### config.mk
export PLATFORM = sky130hd
export DESIGN_NAME = serial_pattern_detector
export DESIGN_NICKNAME = d
export VERILOG_FILES = /design/src/rtl/serial_pattern_detector_pkg.sv /design/src/rtl/serial_pattern_detector_shift_register_param.sv /design/src/rtl/serial_pattern_detector.sv
export SDC_FILE = /design/constraint.sdc
export NUM_CORES = 1
export LEC_CHECK = 0
export CAP_MARGIN = 15
export CORE_UTILIZATION = 36
export CTS_CLUSTER_SIZE = 14
export DETAILED_ROUTE_END_ITERATION = 10
export GPL_TIMING_DRIVEN = 0
export PLACE_DENSITY = 0.72
export SYNTH_ARGS = -nofsm -noshare
export SYNTH_HDL_FRONTEND = slang
export SYNTH_SLANG_ARGS = --single-unit
### constraint.sdc
create_clock -name clock -period 2.4 [get_ports clock]
set_input_delay 0.6 -clock clock [delete_from_list [all_inputs] [get_ports clock]]
set_output_delay 0.6 -clock clock [all_outputs]
set_load 0.02 [all_outputs]
### src/rtl/serial_pattern_detector_pkg.sv
// ============================================================================
// Module : serial_pattern_detector_pkg
// Brief  : Shared state encoding and sizing helper for the pattern detector.
// Rev    : 1.0
// ============================================================================
`default_nettype none

package serial_pattern_detector_pkg;

    localparam logic [1:0] ST_FILL   = 2'b00;
    localparam logic [1:0] ST_SEARCH = 2'b01;

    // Fill counter has to hold 0..W inclusive.
    function automatic int fill_cnt_width(input int w);
        return $clog2(w + 1);
    endfunction

endpackage

`default_nettype wire

### src/rtl/serial_pattern_detector_shift_register_param.sv
// ============================================================================
// Module : shift_register_param
// Brief  : W-bit serial-in shift register, newest bit enters at the MSB.
// Rev    : 1.0
// ============================================================================
`default_nettype none

module shift_register_param #(
    parameter int W = 4
) (
    input  logic         clk,
    input  logic         rst,
    input  logic         i_enable,
    input  logic         i_in_bit,
    output logic [W-1:0] o_history
);

    logic [W-1:0] r_history;

    always_ff @(posedge clk or posedge rst) begin
        if (rst) begin
            r_history <= '0;
        end else if (i_enable) begin
            r_history <= {i_in_bit, r_history[W-1:1]};
        end
    end

    assign o_history = r_history;

endmodule

`default_nettype wire

### src/rtl/serial_pattern_detector.sv
// ============================================================================
// Module : serial_pattern_detector
// Brief  : Programmable W-bit serial pattern detector with overlap control,
//          fill tracking and a saturating match counter.
// Rev    : 1.0
// ============================================================================
`default_nettype none

module serial_pattern_detector #(
    parameter int           W             = 4,
    parameter int           COUNT_WIDTH   = 8,
    parameter logic [W-1:0] RESET_PATTERN = 4'b1011
) (
    input  logic                   clock,
    input  logic                   reset,
    input  logic                   enable,
    input  logic                   in_bit,
    input  logic                   overlap,
    input  logic                   pattern_load,
    input  logic [W-1:0]           pattern_in,
    input  logic                   count_clear,
    output logic [W-1:0]           history,
    output logic                   filled,
    output logic                   match,
    output logic [COUNT_WIDTH-1:0] match_count
);

    import serial_pattern_detector_pkg::*;

    localparam int                  c_FILL_W    = fill_cnt_width(W);
    localparam logic [c_FILL_W-1:0] c_FILL_MAX  = c_FILL_W'(W);
    localparam logic [c_FILL_W-1:0] c_FILL_LAST = c_FILL_W'(W - 1);
    localparam logic [c_FILL_W-1:0] c_FILL_ONE  = c_FILL_W'(1);

    logic [W-1:0]           r_pattern;
    logic [1:0]             r_state;
    logic [c_FILL_W-1:0]    r_fill_cnt;
    logic                   r_match;
    logic [COUNT_WIDTH-1:0] r_count;

    logic [W-1:0]           w_history;
    logic [W-1:0]           w_next_hist;
    logic                   w_window_ok;
    logic                   w_hit;
    logic [c_FILL_W-1:0]    w_fill_inc;

    shift_register_param #(
        .W (W)
    ) u_shift (
        .clk       (clock),
        .rst       (reset),
        .i_enable  (enable),
        .i_in_bit  (in_bit),
        .o_history (w_history)
    );

    assign w_next_hist = {in_bit, w_history[W-1:1]};

    // The bit completing the first full window may match while still in FILL.
    assign w_window_ok = (r_state == ST_SEARCH) || (r_fill_cnt == c_FILL_LAST);
    assign w_hit       = enable && !pattern_load && w_window_ok
                         && (w_next_hist == r_pattern);
    assign w_fill_inc  = (r_fill_cnt >= c_FILL_MAX) ? c_FILL_MAX
                                                    : (r_fill_cnt + c_FILL_ONE);

    always_ff @(posedge clock or posedge reset) begin
        if (reset) begin
            r_pattern  <= RESET_PATTERN;
            r_state    <= ST_FILL;
            r_fill_cnt <= '0;
            r_match    <= 1'b0;
        end else if (pattern_load) begin
            r_pattern  <= pattern_in;
            r_state    <= ST_FILL;
            r_fill_cnt <= '0;
            r_match    <= 1'b0;
        end else begin
            r_match <= w_hit;
            case (r_state)
                ST_FILL: begin
                    if (enable) begin
                        if (w_hit && !overlap) begin
                            r_fill_cnt <= '0;
                        end else begin
                            r_fill_cnt <= w_fill_inc;
                            if (w_fill_inc == c_FILL_MAX) begin
                                r_state <= ST_SEARCH;
                            end
                        end
                    end
                end
                ST_SEARCH: begin
                    // Non-overlapping mode restarts the window; history is kept.
                    if (w_hit && !overlap) begin
                        r_state    <= ST_FILL;
                        r_fill_cnt <= '0;
                    end else if (enable) begin
                        r_fill_cnt <= w_fill_inc;
                    end
                end
                default: begin
                    r_state    <= ST_FILL;
                    r_fill_cnt <= '0;
                end
            endcase
        end
    end

    always_ff @(posedge clock or posedge reset) begin
        if (reset) begin
            r_count <= '0;
        end else if (count_clear) begin
            r_count <= w_hit ? COUNT_WIDTH'(1) : '0;
        end else if (w_hit && (r_count != {COUNT_WIDTH{1'b1}})) begin
            r_count <= r_count + COUNT_WIDTH'(1);
        end
    end

    assign history     = w_history;
    assign filled      = (r_state == ST_SEARCH);
    assign match       = r_match;
    assign match_count = r_count;

endmodule

`default_nettype wire

# After elaboration in Yosys (flattened, before gate mapping)
# Cells that the tools add are included.
# word_totals
wordCells	48
out_inout_bits	14
reg_bits	22
in_bits	11
# op_classes
n_mux	17
addsub	2
eq_ne	10
order_cmp	1
n_reduce_logical	12
# op_table
op	count
3-bit two-way mux	6
8-bit two-way mux	2
2-bit two-way mux	5
3-bit inequality test (second input constant)	3
8-bit by 1-bit adder with 8-bit output (second input constant)	1
8-bit inequality test (second input constant)	1
3-bit one-hot mux with 2 select lines	1
1-bit logical AND	5
4-bit equality test	1
4-bit by 3-bit inequality test with 1-bit output (second input constant)	1
2-bit one-hot mux with 2 select lines	1
4-bit AND reduction	1
3-bit by 1-bit adder with 3-bit output (second input constant)	1
3-bit by 2-bit equality test with 1-bit output (second input constant)	1
3-bit equality test (second input constant)	1
3-bit >= comparator (second input constant)	1
3-bit by 2-bit inequality test with 1-bit output (second input constant)	1
2-bit by 1-bit equality test with 1-bit output (second input constant)	1
1-bit logical NOT	2
2-bit logical NOT	1
1-bit two-way mux	2
2-bit AND reduction	1
2-bit nonzero test	1
1-bit logical OR	1

# Longest topological paths before layout
# Gate-level depths: netlist (run 1).
# depth
depth_word	9
ltp_mapped	8
mapped_depth_nobuf	8

# Hierarchy
# From an unflattened synthesis (run 1), not the netlist that was laid out.
# unflattened
hier_cells	95
hier_area_um2	1066.0
# by_module_without_submodules
module	seq_area_each_um2	instances	cells_each	area_per_inst_um2
serial_pattern_detector	429.2	1	86	917.1
shift_register_param	100.1	1	9	148.9

# Worst setup path after synthesis (run 1)
# OpenSTA, ideal clock, no wires.
# synth_path
kind	input to register
start	in pattern_load
end	reg r_count[5], in the netlist match_count[5]
setup_time_ns	0.078
n_path_buf	1
arrival_ns	1.779
t_required_ns	2.322
path_slack_ns	0.543
path_stages	5
cell_sequence	buf_6 nor4b_4 nand2_2 or4_1 a21oi_1
# synth_via
elab_chain_len	6
# synth_lines
element	line	source
start: declaration	serial_pattern_detector.sv:19	input logic pattern_load,
1-bit logical NOT	serial_pattern_detector.sv:61	assign w_hit = enable && !pattern_load && w_window_ok
1-bit logical AND (2 in series)	serial_pattern_detector.sv:61	
1-bit logical AND	serial_pattern_detector.sv:62	&& (w_next_hist == r_pattern);
1-bit logical AND	serial_pattern_detector.sv:114	end else if (w_hit && (r_count != {COUNT_WIDTH{1'b1}})) begin
2-bit nonzero test (no source line)	n/a	
end signal: assignment	serial_pattern_detector.sv:113	r_count <= w_hit ? COUNT_WIDTH'(1) : '0;
end signal: assignment	serial_pattern_detector.sv:115	r_count <= r_count + COUNT_WIDTH'(1);
end: declaration	serial_pattern_detector.sv:39	logic [COUNT_WIDTH-1:0] r_count;
# Every way passes these cells.
# A chain may end at the register's enable or synchronous reset.

# Worst setup path in the final report (run 1)
# layout_path
start	reg r_fill_cnt[0]
end	reg r_count[5], in the netlist match_count[5]
# layout_via
elab_chain_len	6
# layout_lines
element	line	source
start: declaration	serial_pattern_detector.sv:37	logic [c_FILL_W-1:0] r_fill_cnt;
start signal: assignment	serial_pattern_detector.sv:85	r_fill_cnt <= w_fill_inc;
start signal: assignment	serial_pattern_detector.sv:98	r_fill_cnt <= w_fill_inc;
3-bit by 2-bit equality test with 1-bit output	serial_pattern_detector.sv:60	assign w_window_ok = (r_state == ST_SEARCH) || (r_fill_cnt == c_FILL_LAST);
1-bit logical OR	serial_pattern_detector.sv:60	
1-bit logical AND	serial_pattern_detector.sv:61	
1-bit logical AND	serial_pattern_detector.sv:62	
1-bit logical AND	serial_pattern_detector.sv:114	
2-bit nonzero test (no source line)	n/a	
# Every way passes these cells.

==> results.toml, run 1 <==
[final_layout]
nets = 143
stdcell_count = 158
fin_util_pct = 48.5
layout-drive-gt1-share_pct = 15.0
antennaDiodeCount = 0
syn2layout_area_growth_pct = 25.6

[hold_path]
min-delay-start = "pattern_load"
min_path_type = "input port to register"
hold-path-endpoint = "r_fill_cnt[2]$_DFFE_PP0P_"
holdPathStages = 2

[logic_synthesis]
synth_ff_type = "dfrtp_1"
ys_top_cells_by_area = "dfrtp_1, mux2_2, dfstp_2"
ys_seq_area_share_pct = 49.3
synth_edf_count = 0
ys_async_sr_fraction_pct = 100
synth_top_area_cell = "dfrtp_1"
yosys-top-cells-count = "dfrtp_1, inv_1, mux2_2, nor2_1"
synthCells = 102
synth_top_cell_area_share_pct = 42.0
yosysMostFrequentCell = "dfrtp_1"
avgSynthCellArea_um2 = 10.5
ys_seq_elements = 21
syn-num-nets = 117
syn-cell-area_um2 = 1070
ys.warnings.count = 0
yosys.cell_types.count = 28

[drt]
wl_per_cell_um = 13.4
drc = 0
wirelength_mm = 2.12
dr.first_iter.drc_count = 23
wl_met3_um = 80
drtPass1Iterations = 4
vias = 831
wl_met1_um = 953
wl_met2_mm = 1.06
antenna_left = 0
via_per_inst = 5.26
dr.max_layer_used = "met4"

[worst_setup_path]
critPathTopFamily = "simple AND/OR/NAND/NOR gates"
worst_r2r_endpoint = "match_count[5]$_DFFE_PP0P_"
r2r_start = "r_fill_cnt[0]$_DFFE_PP0P_"
cp_slowest_cell = "or4_1"
rr_worst_depth = 7
cp_num_buf_inv = 0
r2r_slack_ps = 360
cpMostUsedCell = "ha_1"
crit_path_start_kind = "register"
crit_fanout = 10
crit_chain = "ha_1 -> ha_1 -> nor2_1 -> nor4b_4 -> nand2_2 -> or4_1 -> a21oi_1"
required_ps = 2640
end_kind = "register"
slowest_delay_ps = 530
worstSetupPathType = "register to register"
crit_arrival_ps = 2270

[grt]
gr-total-overflow = 0
grt_max_degree = 22
grt_usage_pct = 15.3
grt_pass1_vias = 856
grt_pass1_wl_mm = 3.84
antenna_found_initial = 0

[sta]
finalHoldViolCount = 0
tightest_slew_ps = 771
fmax_mhz = 491
setup_violations = 0
finalSetupTns_ps = 0
period_share_pct = 84.9
rsz0062_at_grt = "false"
timing.final.ws_setup_ps = 362
slew_headroom_pct = 48.5
slew_violations = 0
finClkSkew_ps = 5.97
period_needed_ps = 2040

[clocking]
cts_buffers = 3
postCtsSetupBuffers = 0
clkSinkCount = 21
cts-htree-levels = 1
clock_path_buffers = 2
post_cts_resized = 0
cts_hold_buf = 0
worst_skew_pair.late_latency_ps = 310
cts_tree = "done"
cts_root_buf = "clkbuf_4"
clkTransAtPathRegs_ps = 120

[placement]
dp_hpwl_mm = 1.60
placed_cells = 154
port_buffers = 21
post-place-ws_ps = 57.2
globalplace.congestion = 0.786

[pwr]
vdd_drop_max_v = 0.000474
p_leak_uw = 0.000570
p_per_area_nw_per_um2 = 515
p_total_uw = 694

[floorplan]
io_pins = 25
rows = 19
start_util_pct = 38.6
core-area_um2 = 2780
fp.dieW_um = 56.6
die_h_um = 56.6
dieArea_um2 = 3200

[run]
drv_cap = 0

[status]
status = "complete, no violations"
sequential cells by signal, indices dropped and copies added (netlist names):
register,flops
match_count,8
r_pattern,4
u_shift.o_history,4
r_fill_cnt,3
match,1
r_state,1
worst max-delay path by stage:
stage	start	endpoint	depth (start not counted)
after floorplan	pattern_load	match_count[5]$_DFFE_PP0P_	5
after detailed placement	in_bit	match_count[5]$_DFFE_PP0P_	6
after global routing	in_bit	match_count[5]$_DFFE_PP0P_	6
after global placement	in_bit	match_count[5]$_DFFE_PP0P_	6
final	r_fill_cnt[0]$_DFFE_PP0P_	match_count[5]$_DFFE_PP0P_	7
after CTS	r_fill_cnt[0]$_DFFE_PP0P_	match_count[5]$_DFFE_PP0P_	7
placed cells by master, fill, tap and decap left out:
master	instances
ha_1	4
a21oi_1	7
nand3b_1	1
nand2_2	1
nor4b_4	1
a21o_1	1
o41ai_1	2
nor3_1	7
a311oi_1	2
clkbuf_1	1
dfstp_2	3
or3_1	1
nand4_1	1
mux2_2	8
nor2_1	8
nor3_2	1
buf_6	1
xor2_1	5
or4_1	2
inv_1	9
nand2_1	6
clkdlybuf4s50_1	21
buf_1	1
nor2b_1	2
dfrtp_1	18
and3_1	1
o31ai_1	3
nand3_1	2
clkbuf_4	3
o21ai_0	3
buf_2	1
routing by layer:
layer  up-vias  global-route usage, %
li1        408                      -
met1       402                   18.7
met2        17                   27.2
met3         4                   3.00
met4         0                   4.18
met5         -                      0
through the flow:
step	hold WS, ps	instance area [um^2]
detailed placement	508	1320
global placement	495	1320
global route	507	1350
CTS	499	1350
finish	511	1350
floorplan	469	1070
power breakdown:
group          leakage (uW)  internal (uW)  total, uW  switching [uW]
Combinational      0.000284           62.8        122            58.9
Sequential         0.000270            380        399            19.0
Clock             0.0000150           64.9        174             109
Total              0.000570            508        694             187
logic make-up after synthesis:
family | synth area share (%)
and+or+nand+nor | 17.8
AOI/OAI and AO/OA | 10.7
adders and majority gates | 4.66
muxes | 8.39
buffers and inverters | 5.01
DFF | 49.3
xor gates and xnor gates | 4.08
layout make-up:
| cell class | count | area [um^2] |
|---|---|---|
| repair buffers | 21 | 210 |
| multi-input cells | 69 | 490 |
| well taps | 31 | 38.8 |
| fillers | 273 | 1430 |
| inverters | 9 | 33.8 |
| clock buffers | 4 | 26.3 |
| flip-flops and latches | 21 | 529 |
| plain buffers | 3 | 20.0 |
worst register-to-register path: cells and delay by family (launching register included):
kind / cells / cell delay, ps
compound gates: 1 / 150
fa+ha+maj: 2 / 320
flops: 1 / 410
simple gates: 4 / 1090
Power figures use the tool's default switching activity.
==> run 2, diff against run 1 <==
--- a/config.mk
+++ b/config.mk
@@ -10,7 +10,7 @@
 export CTS_CLUSTER_SIZE = 14
 export DETAILED_ROUTE_END_ITERATION = 10
 export GPL_TIMING_DRIVEN = 0
-export PLACE_DENSITY = 0.72
+export PLACE_DENSITY = 0.74
 export SYNTH_ARGS = -nofsm -noshare
 export SYNTH_HDL_FRONTEND = slang
 export SYNTH_SLANG_ARGS = --single-unit
==> constraint.sdc (replaced) <==
create_clock -name clock -period 1.8 [get_ports clock]
set_input_delay 0.45 -clock clock [delete_from_list [all_inputs] [get_ports clock]]
set_output_delay 0.45 -clock clock [all_outputs]
set_load 0.02 [all_outputs]
==> run 2 against run 1 <==
Against the previous run: the run now ends with setup timing left; routed wire length is 14% higher; combinational power is 43% higher; sequential share of layout area is 3.5 points lower; critical path depth stayed put; hold slack worse by 130 ps; critical path type unchanged; critical endpoint unchanged.
==> results.toml, run 2 (synthesis results as in run 1) <==
[status]
status = "finished, violations left"
failed_checks = "setup timing"

[grt]
gr-total-overflow = 0
antenna_found_initial = 0
grt_pass1_vias = 884
grt_max_degree = 22
grt_usage_pct = 15.6
grt_pass1_wl_mm = 3.91

[hold_path]
hold-path-endpoint = "r_state[0]$_DFFE_PP0P_"
holdPathStages = 2
min_path_type = "input port to register"
min-delay-start = "pattern_load"

[sta]
rsz0062_at_grt = "true"
slew_violations = 0
finalHoldViolCount = 0
setup_violations = 2
period_share_pct = 105
tightest_slew_ps = 764
finClkSkew_ps = 12.2
timing.final.ws_setup_ps = -94.4
finalSetupTns_ps = -118
period_needed_ps = 1890
fmax_mhz = 528
hold_ws_ps = 376
slew_headroom_pct = 49.0

[floorplan]
io_pins = 25
rows = 19
fp.dieW_um = 56.6
core-area_um2 = 2780
dieArea_um2 = 3200
die_h_um = 56.6
start_util_pct = 38.6

[worst_setup_path]
crit_path_start_kind = "register"
crit_chain = "ha_2 -> ha_4 -> nor2_2 -> nor4b_4 -> nand2_4 -> or4_4 -> a21oi_2"
slowest_delay_ps = 430
rr_worst_depth = 7
required_ps = 2050
end_kind = "register"
r2r_start = "r_fill_cnt[0]$_DFFE_PP0P_"
cp_slowest_cell = "or4_4"
r2r_slack_ps = -90
worstSetupPathType = "register to register"
crit_fanout = 8
crit_arrival_ps = 2140
worst_r2r_endpoint = "match_count[5]$_DFFE_PP0P_"

[placement]
placed_cell_area_um2 = 1330
port_buffers = 21
dp_hpwl_mm = 1.55
globalplace.congestion = 0.756

[final_layout]
syn2layout_area_growth_pct = 37.9
fin_util_pct = 53.2
final_common_cell = "dfrtp_1"
register_area_um2 = 529
fin_area_um2 = 1480
largest_reg_flops = 8
fillCellCount = 241
layout-drive-gt1-share_pct = 27.7
multiInputGateArea_um2 = 541
antennaDiodeCount = 0
nets = 153
final_cell_mix = "dfrtp_1, clkdlybuf4s50_1, buf_4"

[pwr]
p_leak_uw = 0.000744
vdd_drop_max_v = 0.000590
p_per_area_nw_per_um2 = 629

[drt]
via_per_inst = 5.30
wl_met3_um = 107
wl_met1_mm = 1.07
wirelength_mm = 2.42
drc = 0
wl_met2_mm = 1.21
drtPass1Iterations = 4
dr.max_layer_used = "met4"
dr.first_iter.drc_count = 17
vias = 890
antenna_left = 0
wl_per_cell_um = 14.4

[clocking]
cts_root_buf = "clkbuf_4"
clkSinkCount = 21
clkTransAtPathRegs_ps = 120
cts-htree-levels = 1
cts_buffers = 3
clock_path_buffers = 2
worst_skew_pair.late_latency_ps = 310
cts_tree = "done"

[run]
drv_cap = 0
-- run 2: cell count changes in the layout (fill, tap and decap cells not counted), sizes merged --
cell	change
dlygate4sd2	+8
clkdlybuf4s50	-12
buf	+10
dlymetal6s2s	+4
-- run 2: worst max-delay path by stage --
| stage | start | end | slack (ps) | depth (start not counted) |
|---|---|---|---|---|
| after floorplan | r_fill_cnt[0]$_DFFE_PP0P_ | match_count[3]$_DFFE_PP0P_ | 60 | 7 |
| after global placement | in_bit | match_count[7]$_DFFE_PP0P_ | -300 | 7 |
| after detailed placement | in_bit | match_count[7]$_DFFE_PP0P_ | -300 | 7 |
| after CTS | r_fill_cnt[0]$_DFFE_PP0P_ | match_count[5]$_DFFE_PP0P_ | -40 | 7 |
| after global routing | r_fill_cnt[1]$_DFFE_PP0P_ | match_count[5]$_DFFE_PP0P_ | -200 | 7 |
| final | r_fill_cnt[0]$_DFFE_PP0P_ | match_count[5]$_DFFE_PP0P_ | -90 | 7 |
-- run 2: metal layers --
| metal | global-route usage (%) | up-vias |
|---|---|---|
| li1 | - | 427 |
| met1 | 20.8 | 428 |
| met2 | 25.2 | 31 |
| met3 | 2.07 | 4 |
| met4 | 7.32 | 0 |
| met5 | 0 | - |
-- run 2: area by class of cell --
| type | count | area share, % |
|---|---|---|
| multi-input combinational | 69 | 36.5 |
| clock buffer | 4 | 1.78 |
| tap | 31 | 2.62 |
| sequential | 21 | 35.8 |
| buffer | 3 | 1.35 |
| timing repair buffer | 31 | 19.5 |
| inverter | 9 | 2.45 |
-- run 2: per-stage QoR --
| step | power (uW) | worst slack (ps) | cells |
|---|---|---|---|
| after floorplan | 638 | 58.1 | 102 |
| after global placement | 701 | -295 | 154 |
| after detailed placement | 707 | -301 | 154 |
| after CTS | 933 | -35.3 | 162 |
| after global routing | 983 | -195 | 168 |
| final | 931 | -94.4 | 168 |
-- run 2: what timing repair did --
item | CTS | global route
endpoints found under the setup margin | 16 | 15
gates resized for setup | 9 | 18
buffers inserted | 4 | 6
hold buffers | 0 | 0
pin swaps | 3 | 5
-- run 2: critical path: cells and delay by family (launching register included) --
family	cells	cell delay (ps)
compound gates	1	120
flops	1	370
simple gates	4	1010
fa+ha+maj	2	330
-- run 2: where the power goes --
group          switching [uW]  internal (uW)
registers                23.6            506
clock network             141           86.3
logic                    87.9           85.7
==> run 3, diff against run 2 <==
--- a/config.mk
+++ b/config.mk
@@ -5,6 +5,7 @@
 export SDC_FILE = /design/constraint.sdc
 export NUM_CORES = 1
 export LEC_CHECK = 0
+export ABC_AREA = 0
 export CAP_MARGIN = 15
 export CORE_UTILIZATION = 36
 export CTS_CLUSTER_SIZE = 14
==> results of run 3 <==
No change in the layout: final DEF, timing and power equal those of run 2.
